--- config.mk ---
export PLATFORM = sky130hd
export DESIGN_NAME = jk_pulse_meter_flat
export DESIGN_NICKNAME = d
export VERILOG_FILES = /design/src/rtl/jk_mon_pkg.sv /design/src/rtl/jk_pulse_meter_if.sv /design/src/rtl/jk_edge_det.sv /design/src/rtl/jk_pulse_meter.sv /design/src/flat_wrapper.sv
export SDC_FILE = /design/constraint.sdc
export NUM_CORES = 1
export LEC_CHECK = 0
export ABC_AREA = 1
export CAP_MARGIN = 25
export CORE_AREA = 2 2 66 68
export CTS_CLUSTER_SIZE = 20
export DETAILED_ROUTE_END_ITERATION = 7
export DIE_AREA = 0 0 68 70
export GPL_TIMING_DRIVEN = 0
export PLACE_DENSITY = 0.62
export SLEW_MARGIN = 20
export SYNTH_ARGS = -nofsm -noshare
export SYNTH_HDL_FRONTEND = slang
export SYNTH_SLANG_ARGS = --single-unit
--- constraint.sdc ---
create_clock -name clk -period 1.35 [get_ports clk]
set_input_delay 0.3375 -clock clk [delete_from_list [all_inputs] [get_ports clk]]
set_output_delay 0.3375 -clock clk [all_outputs]
set_load 0.05 [all_outputs]
--- src/rtl/jk_mon_pkg.sv ---
// Shared types and helpers for the JK flop pulse monitor.
// State encoding, default counter width and saturating increment.
package jk_mon_pkg;

  typedef enum logic [1:0] {
    START,
    PARTIAL,
    LOW,
    HIGH
  } state_t;

  localparam int CNT_W_DEF = 8;

  function automatic logic [31:0] sat_inc(
    input logic [31:0] v,
    input logic [31:0] max
  );
    return (v >= max) ? v : v + 32'd1;
  endfunction

endpackage

--- src/rtl/jk_pulse_meter_if.sv ---
// Width result handshake between the pulse meter and its consumer.
// The meter drives width/width_valid, the consumer drives width_ready.
interface jk_pulse_meter_if
  import jk_mon_pkg::*;
#(
  parameter int CNT_W = CNT_W_DEF
);

  logic [CNT_W-1:0] width;
  logic             width_valid;
  logic             width_ready;

  modport master (
    output width,
    output width_valid,
    input  width_ready
  );

  modport slave (
    input  width,
    input  width_valid,
    output width_ready
  );

endinterface

--- src/rtl/jk_edge_det.sv ---
// Sampled edge detector on the flop output q.
// Strobes are suppressed until the monitor has seen its first sample.
module jk_edge_det (
  input  logic clk,
  input  logic reset,
  input  logic q,
  input  logic arm,
  output logic rise,
  output logic fall,
  output logic trans
);

  logic q_s;

  assign trans = arm & (q ^ q_s);

  always_ff @(posedge clk or negedge reset) begin
    if (!reset) begin
      q_s  <= 1'b0;
      rise <= 1'b0;
      fall <= 1'b0;
    end else begin
      q_s  <= q;
      rise <= trans & q;
      fall <= trans & ~q;
    end
  end

endmodule

--- src/rtl/jk_pulse_meter.sv ---
// Pulse monitor for the JK flop stage: strobes, toggle count,
// high-pulse width measurement with handshake, sticky errors.
module jk_pulse_meter
  import jk_mon_pkg::*;
#(
  parameter int CNT_W = CNT_W_DEF
) (
  input  logic             clk,
  input  logic             reset,
  input  logic             q,
  input  logic             qb,
  input  logic             clr,
  output logic             rise,
  output logic             fall,
  output logic [CNT_W-1:0] toggles,
  output logic             overrun,
  output logic             err,
  jk_pulse_meter_if.master wif
);

  localparam logic [31:0] MAX =
    32'((64'd1 << CNT_W) - 64'd1);

  state_t           state;
  state_t           state_nxt;
  logic [CNT_W-1:0] cnt;
  logic [CNT_W-1:0] cnt_nxt;
  logic             arm;
  logic             trans;
  logic             cap;
  logic             take;
  logic             ovr_ev;
  logic             bad;

  assign arm = (state != START);

  jk_edge_det u_edge (
    .clk   (clk),
    .reset (reset),
    .q     (q),
    .arm   (arm),
    .rise  (rise),
    .fall  (fall),
    .trans (trans)
  );

  always_ff @(posedge clk or negedge reset) begin
    if (!reset) state <= START;
    else        state <= state_nxt;
  end

  always_comb begin
    state_nxt = state;
    cnt_nxt   = cnt;
    cap       = 1'b0;
    unique case (state)
      START: state_nxt = q ? PARTIAL : LOW;
      PARTIAL: begin
        if (!q) state_nxt = LOW;
      end
      LOW: begin
        if (q) begin
          state_nxt = HIGH;
          cnt_nxt   = CNT_W'(1);
        end
      end
      HIGH: begin
        if (q) begin
          cnt_nxt = CNT_W'(sat_inc(32'(cnt), MAX));
        end else begin
          state_nxt = LOW;
          cap       = 1'b1;
        end
      end
      default: state_nxt = START;
    endcase
  end

  // A pending result may be replaced only if it is consumed now
  assign take   = cap & (~wif.width_valid | wif.width_ready);
  assign ovr_ev = cap & ~take;
  assign bad    = (q == qb);

  always_ff @(posedge clk or negedge reset) begin
    if (!reset) begin
      cnt             <= '0;
      wif.width       <= '0;
      wif.width_valid <= 1'b0;
      toggles         <= '0;
      overrun         <= 1'b0;
      err             <= 1'b0;
    end else begin
      cnt <= cnt_nxt;
      if (take) begin
        wif.width       <= cnt;
        wif.width_valid <= 1'b1;
      end else if (wif.width_valid & wif.width_ready) begin
        wif.width_valid <= 1'b0;
      end
      if (clr) begin
        toggles <= trans ? CNT_W'(1) : '0;
      end else if (trans) begin
        toggles <= CNT_W'(sat_inc(32'(toggles), MAX));
      end
      overrun <= ovr_ev | (overrun & ~clr);
      err     <= bad | (err & ~clr);
    end
  end

endmodule
--- src/flat_wrapper.sv ---
// flat-port wrapper written by rule: the top's interface ports become plain ports
module jk_pulse_meter_flat import jk_mon_pkg::*;
#(
  parameter int CNT_W = CNT_W_DEF
)
  (clk, reset, q, qb, clr, rise, fall, toggles, overrun, err, wif_width, wif_width_valid, wif_width_ready);
  jk_pulse_meter_if #(.CNT_W(CNT_W)) wif_i ();
  input  logic clk;
  input  logic reset;
  input  logic q;
  input  logic qb;
  input  logic clr;
  output logic rise;
  output logic fall;
  output logic [CNT_W-1:0] toggles;
  output logic overrun;
  output logic err;
  output wire logic [$bits(wif_i.width)-1:0] wif_width;
  output wire logic [$bits(wif_i.width_valid)-1:0] wif_width_valid;
  input wire logic [$bits(wif_i.width_ready)-1:0] wif_width_ready;
  assign wif_width = wif_i.width;
  assign wif_width_valid = wif_i.width_valid;
  assign wif_i.width_ready = wif_width_ready;
  jk_pulse_meter #(.CNT_W(CNT_W)) u_core (.clk(clk), .reset(reset), .q(q), .qb(qb), .clr(clr), .rise(rise), .fall(fall), .toggles(toggles), .overrun(overrun), .err(err), .wif(wif_i));
endmodule
Word-level counts from Yosys, hierarchy flattened
Index checks and enable logic that the tools add are counted.
Word-level totals
  bits in read-only memories: 0
  bits in registers: 32
  output and inout port bits: 21
  input port bits: 6
  memory bits (writable): 0
  memories kept: 0
  latch bits: 0
Operators by class
  equal/unequal tests: 9
  reductions and logical operators: 9
  shift-type cells: 0
  bitwise gates (word level): 16
  multiply operators: 0
  magnitude comparators: 2
  div/mod/pow operators: 0
  $add $sub $neg: 2
  muxes and demuxes: 16
Operators with widths (number)
  $mux 8: 6
  $add 8x1->8 const B: 2
  $ge 8x8->1 const B: 2
  $pmux 8 s2: 1
  $ne 2x2->1 const B: 5
  $and 1x1->1: 8
  $reduce_bool 2->1: 4
  $mux 2: 3
  $pmux 2 s3: 1
  $mux 1: 5
  $eq 2x2->1 const B: 2
  $not 1->1: 4
  $reduce_and 2->1: 2
  $reduce_and 4->1: 1
  $or 1x1->1: 3
  $eq 2x1->1 const B: 1
  $logic_not 2->1: 1
  $reduce_or 2->1: 1
  $eq 1x1->1: 1
  $xor 1x1->1: 1

Longest topological paths before layout
  depth after elaboration: 6
  depth in mapped cells: 9

Hierarchy
Synthesis repeated with hierarchy kept, for this count alone.
Second synthesis, totals
  cell total of the unflattened synthesis: 195
  area total of the unflattened synthesis: 1571.5 um2
By module, submodules not included
  jk_pulse_meter: area each 1458.9 um2, cells an instance 184, times used 1
  jk_edge_det: area each 112.6 um2, cells an instance 11, times used 1

Least setup slack after synthesis
OpenSTA, ideal clock, no wires.
  path kind: register to register
  from: register u_core.toggles[1]
  to: register u_core.toggles[0]
  arrival time: 1.606 ns
  path buffers: 1
  stages on the path, launching flop included: 9
  path slack: -0.325 ns
  library setup time: 0.069 ns
  cell sequence: dfrtp_1 > ha_1 > nand2_1 > nor2_2 > nand3_1 > nand2_1 > buf_4 > nand2_1 > nand3_1
Between the ends
  longest elaborated chain between the ends: 3
RTL lines
  from (decl): RTL line jk_pulse_meter.sv:15  | output logic [CNT_W-1:0] toggles,
  from (signal assigned): RTL line jk_pulse_meter.sv:101  | toggles <= trans ? CNT_W'(1) : '0;
  from (signal assigned): RTL line jk_pulse_meter.sv:103  | toggles <= CNT_W'(sat_inc(32'(toggles), MAX));
  $ge 8x8->1: RTL line jk_mon_pkg.sv:18  | return (v >= max) ? v : v + 32'd1;
  $ne 2x2->1 (no source line)
  $reduce_and 2->1 (no source line)
Every way passes these cells.
A chain may end at the register's enable or synchronous reset.

Worst setup path after layout
  from: register u_core.toggles[0]
  to: output toggles[0]
RTL lines
  to (decl): RTL line flat_wrapper.sv:15  | output logic [CNT_W-1:0] toggles;
No word-level cell between the ends.

==> flow_results.xml <==
<?xml version="1.0" encoding="UTF-8"?>
<metrics>
  <group name="clock_tree">
    <metric name="cts_max_path_buffers" unit="">2</metric>
    <metric name="cts_buffer_count" unit="">5</metric>
    <metric name="cts.sink_count" unit="">32</metric>
    <metric name="cts_tree" unit="">done</metric>
    <metric name="worst_setup_hold_path_clk_slew" unit="ps">60</metric>
    <metric name="clkLatencyLatePin" unit="ps">270</metric>
    <metric name="root_buffer" unit="">clkbuf_8</metric>
    <metric name="htree_num_levels" unit="">2</metric>
  </group>
  <group name="floorplanning">
    <metric name="core" unit="µm²">4140</metric>
    <metric name="num_rows" unit="">24</metric>
    <metric name="dieArea" unit="µm²">4760</metric>
    <metric name="num_io_pins" unit="">27</metric>
    <metric name="floorplan.initialDensity" unit="">0.378</metric>
    <metric name="die_w" unit="µm">68</metric>
    <metric name="die_height" unit="µm">70</metric>
  </group>
  <group name="detailed_routing">
    <metric name="drt-initial-drc-count" unit="">88</metric>
    <metric name="average_routed_wire_per_standard_cell" unit="µm">11.5</metric>
    <metric name="wirelength" unit="µm">3330</metric>
    <metric name="drt_first_pass_iters" unit="">4</metric>
    <metric name="remaining_drc_errors" unit="">0</metric>
    <metric name="num_vias" unit="">1342</metric>
    <metric name="ant_nets" unit="">0</metric>
    <metric name="drt-vias-per-instance" unit="">4.63</metric>
  </group>
  <group name="power">
    <metric name="power_switching_share" unit="">0.335</metric>
    <metric name="ir_drop" unit="µV">493</metric>
    <metric name="comb_power_share" unit="">0.259</metric>
    <metric name="power_switching" unit="µW">814</metric>
    <metric name="power_leakage" unit="µW">0.00104</metric>
    <metric name="p_per_area" unit="nW/µm²">1160</metric>
    <metric name="pwr-share-clk" unit="">0.281</metric>
    <metric name="share_seq_of_total_power" unit="">0.460</metric>
    <metric name="power.internal" unit="µW">1620</metric>
  </group>
  <group name="global_routing">
    <metric name="gr-usage-all-layers" unit="">0.158</metric>
    <metric name="number_of_global_route_vias_before_repair" unit="">1200</metric>
    <metric name="wire_length_of_the_first_global_routing_pass" unit="µm">5740</metric>
    <metric name="grt_start_max_net_pins" unit="">20</metric>
    <metric name="gr-total-overflow" unit="">0</metric>
    <metric name="initial_antenna_violation_count" unit="">0</metric>
  </group>
  <group name="synth">
    <metric name="synth.yosys.seq_area_share" unit="">0.512</metric>
    <metric name="synth-main-ff-cell" unit="">dfrtp_1</metric>
    <metric name="synth_top_family_by_area" unit="">simple AND/OR/NAND/NOR gates</metric>
    <metric name="ys_async_sr_fraction" unit="">1.00</metric>
    <metric name="synthTopCellsByCount" unit="">54 x nand2_1, 32 x dfrtp_1, 24 x inv_1</metric>
    <metric name="yosys.area_share.adder" unit="">0.0160</metric>
    <metric name="synthDominantAreaCellType" unit="">dfrtp_1</metric>
    <metric name="number_of_storage_elements_in_the_synthesis_netlist" unit="">32</metric>
    <metric name="post_synth_mux_area_share" unit="">0</metric>
    <metric name="synthesized_area_per_cell" unit="µm²">8.15</metric>
    <metric name="synthMostInstantiatedCell" unit="">nand2_1</metric>
    <metric name="compound_gate_fraction_of_synth_area" unit="">0.113</metric>
    <metric name="synthTopCellsByArea" unit="">dfrtp_1 51%, nand2_1 13%, o21ai_0 6.7%, inv_1 5.8%, nand3_1 5.1%</metric>
    <metric name="synthSimpleGateAreaFrac" unit="">0.265</metric>
    <metric name="yosysWarningCount" unit="">0</metric>
    <metric name="yosys.area.top_type_share" unit="">0.512</metric>
    <metric name="xor_xnor_portion_of_the_synthesized_cell_area" unit="">0.0112</metric>
    <metric name="synth_fp_nets" unit="">200</metric>
    <metric name="postSynthCellCount" unit="">192</metric>
    <metric name="synth_edf_count" unit="">0</metric>
    <metric name="synthesis.area" unit="µm²">1570</metric>
    <metric name="synthDistinctLibCells" unit="">26</metric>
  </group>
  <group name="job">
    <metric name="maxCapViolations" unit="">0</metric>
  </group>
  <group name="worst_hold_path">
    <metric name="hold-path-cell-count" unit="">1</metric>
    <metric name="worstHoldStart" unit="">q</metric>
    <metric name="hp-class" unit="">in2reg</metric>
    <metric name="endpoint_worst_hold" unit="">u_core.u_edge.q_s</metric>
  </group>
  <group name="worst_setup_path">
    <metric name="crit_path_cell_trace" unit="">buf_2</metric>
    <metric name="path_buf_inv" unit="">1</metric>
    <metric name="criticalPathCategory" unit="">reg2out</metric>
    <metric name="r2r_end" unit="">u_core.cnt[6]</metric>
    <metric name="slowest_stage" unit="">dfrtp_2</metric>
    <metric name="critical_path.reg2reg.startpoint" unit="">u_core.cnt[0]</metric>
    <metric name="crit_path_end_kind" unit="">output port</metric>
    <metric name="critPathTopFamily" unit="">flip-flops</metric>
    <metric name="worst_ep_arrival_time" unit="ps">970</metric>
    <metric name="reg2reg_slack" unit="ps">60</metric>
    <metric name="cp_slowest_stage_delay" unit="ps">420</metric>
    <metric name="critPathLaunchType" unit="">flop</metric>
    <metric name="r2r.worst_path.cells" unit="">8</metric>
    <metric name="required" unit="ps">1010</metric>
    <metric name="path_max_fanout" unit="">5</metric>
  </group>
  <group name="finish">
    <metric name="post_route_cells_drive_above_1_share" unit="">0.303</metric>
    <metric name="nNetsFinal" unit="">246</metric>
    <metric name="n_diodes" unit="">0</metric>
    <metric name="flow.area_growth_from_synthesis" unit="%">33.7</metric>
    <metric name="final-instance-count-excl-fill" unit="">290</metric>
    <metric name="final_core_utilization" unit="">0.505</metric>
    <metric name="layout.filler_cells" unit="">431</metric>
  </group>
  <group name="timing">
    <metric name="final_hold_viol_count" unit="">0</metric>
    <metric name="timing.final.setup_violations" unit="">0</metric>
    <metric name="timing_worst_slew_pin_value" unit="ps">378</metric>
    <metric name="final_max_slew_viol_count" unit="">0</metric>
    <metric name="final_critical_path_setup_slack" unit="ps">37.8</metric>
    <metric name="fin_worst_skew" unit="ps">7.31</metric>
    <metric name="finalHoldWorstSlack" unit="ps">331</metric>
    <metric name="timing.fmax" unit="MHz">762</metric>
    <metric name="timing.max_slew.rel_slack" unit="">0.748</metric>
    <metric name="final_period_minus_worst_setup_slack" unit="ps">1310</metric>
    <metric name="final.period_utilization" unit="">0.972</metric>
  </group>
  <group name="place">
    <metric name="placed_cells" unit="">271</metric>
    <metric name="detailedPlacementHpwl" unit="µm">2350</metric>
    <metric name="port_buffers" unit="">26</metric>
    <metric name="placement.setup.worst_slack" unit="ps">-456</metric>
    <metric name="finalWeightedCongestion" unit="">0.766</metric>
  </group>
  <group name="status">
    <metric name="run_status" unit="">finished clean</metric>
  </group>
</metrics>
metrics by stage:
step | area [µm²] | TNS, ps | power, µW
after floorplan | 1590 | -530 | 1510
final | 2090 | 0 | 2430
after global routing | 2090 | -72.6 | 2570
after detailed placement | 1940 | -11710 | 1720
after global placement | 1920 | -34800 | 1700
after CTS | 2070 | 0 | 2420
kinds of logic after synthesis:
group / count (synthesis)
AOI/OAI and AO/OA: 33
xor gates and xnor gates: 2
adders and majority gates: 2
buffers and inverters: 30
DFF: 32
and+or+nand+nor: 93
power by group through the flow:
stage | Combinational, µW | Sequential (µW) | Clock (µW)
after floorplan | 183 | 1330 | 0
after global placement | 562 | 1140 | 0
after detailed placement | 576 | 1140 | 0
after CTS | 605 | 1120 | 702
after global routing | 686 | 1130 | 750
final | 630 | 1120 | 682
sequential cells by signal (all words and copies together), names as in the netlist:
register / count
u_core.u_edge.q_s: 1
u_core.state: 2
u_core.wif.width: 8
u_core.u_edge.fall: 1
u_core.cnt: 8
u_core.wif.width_valid: 1
u_core.toggles: 8
u_core.u_edge.rise: 1
u_core.err: 1
u_core.overrun: 1
layout make-up:
| cell class | count | area, µm² | area share |
|---|---|---|---|
| Buffer | 4 | 37.5 | 0.0179 |
| Clock buffer | 7 | 76.3 | 0.0365 |
| Inverter | 25 | 96.3 | 0.0461 |
| Multi-Input combinational cell | 130 | 704 | 0.337 |
| Sequential cell | 32 | 806 | 0.385 |
| Tap cell | 52 | 65.1 | 0.0311 |
| Timing Repair Buffer | 40 | 307 | 0.147 |
worst max path at each step:
stage,start,slack (ps),depth (start not counted),end
6_report,u_core.toggles[0],40,1,toggles[0]
2_1_floorplan,u_core.toggles[1],-80,8,u_core.toggles[5]
3_5_place_dp,q,-460,10,u_core.toggles[0]
5_1_grt,u_core.cnt[0],-20,8,u_core.cnt[6]
4_1_cts,u_core.cnt[0],5,8,u_core.cnt[7]
3_3_place_gp,reset,-840,1,u_core.toggles[0]
routing by layer:
metal | global-route usage | part of all wire | vias up
li1 | - | - | 702
met1 | 0.236 | 0.50 | 609
met2 | 0.219 | 0.45 | 29
met3 | 0.0483 | 0.042 | 2
met4 | 0.0467 | 0.0093 | 0
met5 | 0 | 0 | -
placed cells by master, fill, tap and decap left out, types with 2 or more instances in the layout:
master and instances:
clkbuf_8 5, nor2_4 2, a21oi_2 2, buf_4 14
o21ai_1 11, nand3_4 3, nand3_1 15, nand2_1 48
buf_6 4, dfrtp_1 28, o21ai_0 13, clkdlybuf4s50_1 2
clkbuf_1 3, clkbuf_4 3, dlygate4sd2_1 2, dfrtp_2 4
buf_2 14, nand2_2 8, inv_2 3, inv_1 21
nor2_1 11, a21oi_1 4, clkdlybuf4s15_2 2, xor2_1 2
timing repair:
| item | CTS | global route |
|---|---|---|
| endpoints found under the setup margin | 45 | 39 |
| endpoints found under the hold margin | 13 | 0 |
| cloned | 1 | 1 |
| pin swaps | 1 | 5 |
| buffers inserted | 5 | 5 |
| hold buffers | 1 | 0 |
| resized for setup | 93 | 44 |
No activity file was read; power rests on OpenSTA's default activity.
